### src/rtl/lfsr_period_monitor.sv
`default_nettype none
// ============================================================================
// Module      : lfsr_period_monitor
// Description : Measures the sequence period of an observed LFSR after each
//               seed load; flags lock-up and counter timeout. Optional
//               LFSR_PERIOD_MON_ONES_EN adds a ones_count output.
// Revision    : 1.0 - initial release
// ============================================================================
module lfsr_period_monitor #(
    parameter int N     = 26,
    parameter int CNT_W = 32
) (
    input  logic             clk,
    input  logic             r,
    input  logic             load,
    input  logic [N-1:0]     q,
    output logic             busy,
    output logic             done,
    output logic             lockup,
    output logic             timeout,
    output logic [CNT_W-1:0] period,
    output logic [N-1:0]     ref_state
`ifdef LFSR_PERIOD_MON_ONES_EN
    ,
    output logic [CNT_W-1:0] ones_count
`endif
);

    localparam logic [2:0] c_ST_IDLE    = 3'd0;
    localparam logic [2:0] c_ST_ARMED   = 3'd1;
    localparam logic [2:0] c_ST_RUN     = 3'd2;
    localparam logic [2:0] c_ST_DONE    = 3'd3;
    localparam logic [2:0] c_ST_LOCKUP  = 3'd4;
    localparam logic [2:0] c_ST_TIMEOUT = 3'd5;

    localparam logic [CNT_W-1:0] c_CNT_ONE = {{(CNT_W-1){1'b0}}, 1'b1};

    logic [2:0]       r_state;
    logic [2:0]       w_state_nxt;
    logic [CNT_W-1:0] r_cnt;
    logic [CNT_W-1:0] r_period;
    logic [N-1:0]     r_ref;
    logic             w_q_zero;
    logic             w_match;
    logic             w_cnt_max;

    assign w_q_zero  = (q == '0);
    assign w_match   = (q == r_ref);
    assign w_cnt_max = &r_cnt;
    assign period    = r_period;
    assign ref_state = r_ref;

    always_ff @(posedge clk) begin
        if (r) begin
            r_state <= c_ST_IDLE;
        end else begin
            r_state <= w_state_nxt;
        end
    end

    // Match is tested before zero and the limit so a recurrence always wins.
    always_comb begin
        w_state_nxt = r_state;
        if (load) begin
            w_state_nxt = c_ST_ARMED;
        end else begin
            case (r_state)
                c_ST_ARMED: w_state_nxt = w_q_zero ? c_ST_LOCKUP : c_ST_RUN;
                c_ST_RUN: begin
                    if (w_match) begin
                        w_state_nxt = c_ST_DONE;
                    end else if (w_q_zero) begin
                        w_state_nxt = c_ST_LOCKUP;
                    end else if (w_cnt_max) begin
                        w_state_nxt = c_ST_TIMEOUT;
                    end
                end
                default: w_state_nxt = r_state;
            endcase
        end
    end

    always_comb begin
        busy    = 1'b0;
        done    = 1'b0;
        lockup  = 1'b0;
        timeout = 1'b0;
        case (r_state)
            c_ST_ARMED,
            c_ST_RUN:     busy    = 1'b1;
            c_ST_DONE:    done    = 1'b1;
            c_ST_LOCKUP:  lockup  = 1'b1;
            c_ST_TIMEOUT: timeout = 1'b1;
            default:      busy    = 1'b0;
        endcase
    end

    always_ff @(posedge clk) begin
        if (r) begin
            r_cnt    <= '0;
            r_period <= '0;
            r_ref    <= '0;
        end else if (load) begin
            r_cnt    <= '0;
            r_period <= '0;
        end else if (r_state == c_ST_ARMED) begin
            r_ref <= q;
            if (!w_q_zero) begin
                r_cnt <= c_CNT_ONE;
            end
        end else if (r_state == c_ST_RUN) begin
            if (w_match || w_q_zero || w_cnt_max) begin
                r_period <= r_cnt;
            end else begin
                r_cnt <= r_cnt + c_CNT_ONE;
            end
        end
    end

`ifdef LFSR_PERIOD_MON_ONES_EN
    logic [CNT_W-1:0] r_ones;
    logic [CNT_W-1:0] w_msb_ext;

    assign w_msb_ext  = {{(CNT_W-1){1'b0}}, q[N-1]};
    assign ones_count = r_ones;

    // The sample that ends the measurement is the seed again, so it is not counted.
    always_ff @(posedge clk) begin
        if (r || load) begin
            r_ones <= '0;
        end else if (r_state == c_ST_ARMED) begin
            r_ones <= w_msb_ext;
        end else if (r_state == c_ST_RUN && !(w_match || w_q_zero || w_cnt_max)) begin
            r_ones <= r_ones + w_msb_ext;
        end
    end
`endif

endmodule
`default_nettype wire

### config.mk
export PLATFORM = sky130hd
export DESIGN_NAME = lfsr_period_monitor
export DESIGN_NICKNAME = d
export VERILOG_FILES = /design/src/rtl/lfsr_period_monitor.sv
export SDC_FILE = /design/constraint.sdc
export NUM_CORES = 1
export LEC_CHECK = 0
export CORE_ASPECT_RATIO = 0.75
export CORE_MARGIN = 2
export CORE_UTILIZATION = 40
export DETAILED_ROUTE_END_ITERATION = 7
export PLACE_DENSITY = 0.67
export SYNTH_ARGS = -nofsm -noshare
export SYNTH_HDL_FRONTEND = slang
export SYNTH_SLANG_ARGS = --single-unit
### constraint.sdc
create_clock -name clk -period 4.1 [get_ports clk]
set_input_delay 0.82 -clock clk [delete_from_list [all_inputs] [get_ports clk]]
set_output_delay 0.82 -clock clk [all_outputs]
set_load 0.1 [all_outputs]
==> impl_table.tex <==
\begin{tabular}{lr}
\hline
Metric & Value \\
\hline
\multicolumn{2}{l}{\textbf{Detailed routing}} \\
\quad Post-detailed-route wirelength per cell & between 15 and 20 microns \\
\quad Highest metal layer with signal wires & met4 \\
\quad Routed wire length & between 10000 and 15000 microns \\
\quad Routed length on met1 & roughly 6000 microns \\
\quad Number of nets with antenna violations after routing & 0 \\
\quad Routed met3 length & 566 microns \\
\quad DRT iter0 DRCs & around 340 \\
\quad Remaining design rule violation count & 0 \\
\quad Per-cell via count in the routed design & 5.45 \\
\quad Met2 Routed Length & a little over 5000 microns \\
\quad DRT Pass-1 Iters & 5 \\
\quad Vias & 4007 \\
\multicolumn{2}{l}{\textbf{Global route}} \\
\quad Global router's overall resource usage & between 20\% and 30\% \\
\quad Pin count of the biggest net entering global routing & 41 \\
\quad Number of global-route vias before repair & around 3600 \\
\quad Global-route congestion overflow total & 0 \\
\quad First-pass GRT wire length & 19000 microns \\
\quad Number of antenna violations at the first check in global routing & 0 \\
\multicolumn{2}{l}{\textbf{Clock tree}} \\
\quad Register clock-pin slew on the reported worst setup and hold paths & about 0.07 ns \\
\quad Later-pin clock latency in the skew report & $\sim$0.34 ns \\
\quad Number of CTS-inserted buffers & 9 \\
\quad Root buffer cell & sky130\_fd\_sc\_hd\_\_clkbuf\_16 \\
\quad Clock tree from TritonCTS & built \\
\quad H-tree levels & 3 \\
\quad Post-CTS setup buffer count & 0 \\
\quad Number of instances resized during post-cts repair & 0 \\
\quad Max clock buf depth & 2 \\
\quad Hold\_buf cts & 0 \\
\quad Num Clock Sinks & 93 \\
\multicolumn{2}{l}{\textbf{Worst setup path}} \\
\quad Reg2reg end & r\_cnt[21] \\
\quad Cell with the largest stage delay on the worst path & sky130\_fd\_sc\_hd\_\_clkdlybuf4s50\_1 \\
\quad Slowest cell delay on critical path & 0.46 ns \\
\quad Critical Path End Type & register \\
\quad Req. time, crit path & 4.30 ns \\
\quad Reg-to-reg startpoint & r\_cnt[0] \\
\quad Cell-by-cell listing of the critical path & clkdlybuf4s50\_1, xnor2\_1, nand4\_1, nor4\_1, nand4\_1, buf\_4, a21boi\_4, buf\_4, mux2i\_1, nor2\_1 \\
\quad Flop-to-flop setup slack & 1.47 ns \\
\quad Data arrival time at the worst-slack endpoint & approximately 3.3 ns \\
\quad Type of element launching the critical path & input pin \\
\quad Maximum fanout count along the critical path & 20 \\
\quad Path depth of the worst reg2reg path & 8 \\
\quad Class of the most critical setup path & in -> reg \\
\quad Worst path bufs/invs & 3 \\
\quad Category of cells accounting for the largest share of critical-path delay & buffers and inverters \\
\multicolumn{2}{l}{\textbf{Die}} \\
\quad Initial core utilization & between 40 and 50\% \\
\quad Die height & 93.4 microns \\
\quad Die area & approximately 12000 sq um \\
\quad IO Count & between 90 and 100 \\
\quad Floorplan row count & 32 \\
\quad Std-Cell Core Area & approximately 10000 sq um \\
\quad Chip width & 123 microns \\
\multicolumn{2}{l}{\textbf{Synthesis}} \\
\quad Most instantiated library cell after synthesis & sky130\_fd\_sc\_hd\_\_dfxtp\_1 \\
\quad Yosys synthesis warning count & 0 \\
\quad Most used DFF post-synth & sky130\_fd\_sc\_hd\_\_dfxtp\_1 \\
\quad Number of nets produced by synthesis & 539 \\
\quad Area leader, netlist & sky130\_fd\_sc\_hd\_\_dfxtp\_1 \\
\quad Average instance area after synthesis & about 8.4 sq um \\
\quad Post-synth cell types & just over 50 \\
\quad EDFF count, synth & 0 \\
\quad Share of the synthesized area in the top cell type & a little over two fifths \\
\quad Mapped Cells & just over 500 \\
\quad Most numerous cell types in the synthesized netlist & 93 x sky130\_fd\_sc\_hd\_\_dfxtp\_1, 85 x sky130\_fd\_sc\_hd\_\_nand2\_1, 56 x sky130\_fd\_sc\_hd\_\_nor2\_1 \\
\quad Register area share after synthesis & between 40\% and 50\% \\
\quad Asr flop ratio synth & 0\% \\
\quad Main area contributors after synthesis & sky130\_fd\_sc\_hd\_\_dfxtp\_1 44\%, sky130\_fd\_sc\_hd\_\_mux2i\_1 7.5\%, sky130\_fd\_sc\_hd\_\_nand2\_1 7.5\% \\
\quad Number of synthesized register bits & 93 \\
\quad Cell area after technology mapping & $\sim$4300 sq um \\
\multicolumn{2}{l}{\textbf{STA}} \\
\quad Number of failing hold endpoints at the final stage & 0 \\
\quad Final critical path time including I/O delays and setup & about 3.1 ns \\
\quad WHS & around 0.48 ns \\
\quad F\_max & approximately 0.32 GHz \\
\quad RSZ-0062 raised after global routing & no \\
\quad Period utilization & approximately three quarters \\
\quad Worst max-slew margin expressed relative to the limit & between 30\% and 40\% \\
\quad Maximum clock skew at final layout & around 0.0075 ns \\
\quad Total count of max-transition violations in the final report & 0 \\
\quad Setup TNS Final & 0 ns \\
\quad Worst Tran Pin Value & about 1.0 ns \\
\quad Number of failing setup endpoints in the final timing report & 0 \\
\multicolumn{2}{l}{\textbf{Finish}} \\
\quad Layout overhead on the synthesized area & 30.5\% \\
\quad Final core utilization & between 50\% and 60\% \\
\quad Seq. cell area & 1860 sq um \\
\quad Layout net count & $\sim$620 \\
\quad Area occupied by multi-input gates & 2270 sq um \\
\quad Share of final-layout standard cells stronger than drive strength 1 & around 6.0\% \\
\quad Diodes inserted & 0 \\
\quad Number of filler instances in the final layout & 972 \\
\multicolumn{2}{l}{\textbf{Power and ir drop}} \\
\quad Sequential fraction of design power & a little under half \\
\quad Cell-internal power & $\sim$1.4 mW \\
\quad Worst voltage drop across the vdd grid & 222 uV \\
\quad Part of the total power dissipated in the clock network & approximately 43\% \\
\quad Comb power frac & under 10\% \\
\quad PD cells & 346 nW/um\^{}2 \\
\quad Power dissipated by switching net loads & between 0.4 and 0.5 mW \\
\quad Switching power as a share of total power & 25.0\% \\
\quad Pleak & about 1.8 nW \\
\multicolumn{2}{l}{\textbf{Outcome}} \\
\quad Outcome & complete, no violations \\
\multicolumn{2}{l}{\textbf{Placed design}} \\
\quad Routability-driven placement congestion ratio & between 0.8 and 0.9 \\
\quad Number of I/O port buffers & 90 \\
\quad Placed wire-length estimate after detailed placement & $\sim$8500 microns \\
\multicolumn{2}{l}{\textbf{Min path}} \\
\quad Worst hold path cell count & 2 \\
\quad Endpoint of the worst hold path & ref\_state[5] \\
\quad Worst hold path class & reg -> reg \\
\quad Startpoint of the tightest hold check path & ref\_state[5] \\
\multicolumn{2}{l}{\textbf{Flow run}} \\
\quad Number of maximum-capacitance constraint violations & 0 \\
\hline
\end{tabular}
-- layout make-up --
cell class	count	share of cell area [%]
inverters	5	0.337
clock buffers	9	4.05
repair buffers	98	17.2
clock inverters	7	1.19
multi-input cells	387	40.7
well taps	136	3.06
flip-flops and latches	93	33.4
-- registers in the layout, indices dropped and copies added, names as in the netlist --
name / count
ref_state: 26
r_cnt: 32
period: 32
r_state: 3
-- worst register-to-register path, stage by stage, from the launching register on --
cell	delay, ns
sky130_fd_sc_hd__dfxtp_1	0.37
sky130_fd_sc_hd__ha_1	0.28
sky130_fd_sc_hd__nand3_1	0.09
sky130_fd_sc_hd__or3_1	0.19
sky130_fd_sc_hd__nor4_4	0.07
sky130_fd_sc_hd__nor2_2	0.33
sky130_fd_sc_hd__nand3_1	0.43
sky130_fd_sc_hd__o311ai_0	0.59
sky130_fd_sc_hd__o31ai_1	0.14
-- power by group through the flow --
stage	combinational [mW]	sequential [mW]	clock (mW)
2_1_floorplan	0.0677	0.987	0
4_1_cts	0.187	0.920	0.836
3_5_place_dp	0.186	0.940	0
6_report	0.187	0.920	0.817
3_3_place_gp	0.185	0.940	0
5_1_grt	0.199	0.921	0.873
-- worst max-delay path by stage --
| stage | slack (ns) | to | cells after the start | from |
|---|---|---|---|---|
| finish | 0.98 | period[24] | 10 | q[25] |
| global route | 0.85 | period[18] | 9 | q[25] |
| CTS | 1.03 | lockup | 2 | r_state[2] |
| detailed placement | 0.71 | period[24] | 10 | q[25] |
| global placement | 0.69 | r_cnt[18] | 9 | q[25] |
| floorplan | 0.63 | lockup | 1 | r_state[2] |
-- placed cells by master (no fill, tap or decap), types with 6 or more instances in the layout --
cell type and instances:
sky130_fd_sc_hd__dfxtp_1 93, sky130_fd_sc_hd__clkdlybuf4s50_1 89, sky130_fd_sc_hd__nand2_1 85, sky130_fd_sc_hd__nor2_1 56
sky130_fd_sc_hd__a21oi_1 37, sky130_fd_sc_hd__mux2i_1 32, sky130_fd_sc_hd__nand3_1 20, sky130_fd_sc_hd__xnor2_1 18
sky130_fd_sc_hd__o21ai_0 13, sky130_fd_sc_hd__o21ai_1 13, sky130_fd_sc_hd__nor4_1 12, sky130_fd_sc_hd__xor2_1 12
sky130_fd_sc_hd__nand4_1 11, sky130_fd_sc_hd__o31ai_1 9, sky130_fd_sc_hd__clkbuf_16 9, sky130_fd_sc_hd__buf_4 9
sky130_fd_sc_hd__and3_1 7, sky130_fd_sc_hd__nor3_1 7, sky130_fd_sc_hd__or2_2 6
-- per-layer routing --
metal / vias to the layer above / global-route usage, %
met5: - / 0
met4: 0 / 6.16
met3: 14 / 5.43
met2: 100 / 30.0
met1: 1915 / 31.5
li1: 1978 / -
-- cell families (layout without fill, tap and decap cells) --
family / count (synthesis) / count (layout) / synth area share [%]
flops: 93 / 93 / 43.6
fa+ha+maj: 1 / 1 / 0.293
compound gates: 99 / 99 / 14.4
simple gates: 225 / 225 / 24.8
buf+inv: 29 / 119 / 3.23
xor+xnor: 30 / 30 / 6.16
mux: 32 / 32 / 7.51
-- through the flow --
step / setup WS, ns / area (sq um) / instances / total power [mW]
floorplan: 0.629 / 4270 / 509 / 1.05
global placement: 0.691 / 5280 / 719 / 1.13
detailed placement: 0.712 / 5280 / 719 / 1.13
CTS: 1.03 / 5570 / 735 / 1.94
global route: 0.852 / 5570 / 735 / 1.99
finish: 0.975 / 5570 / 735 / 1.92
No activity file was read; power rests on OpenSTA's default activity.
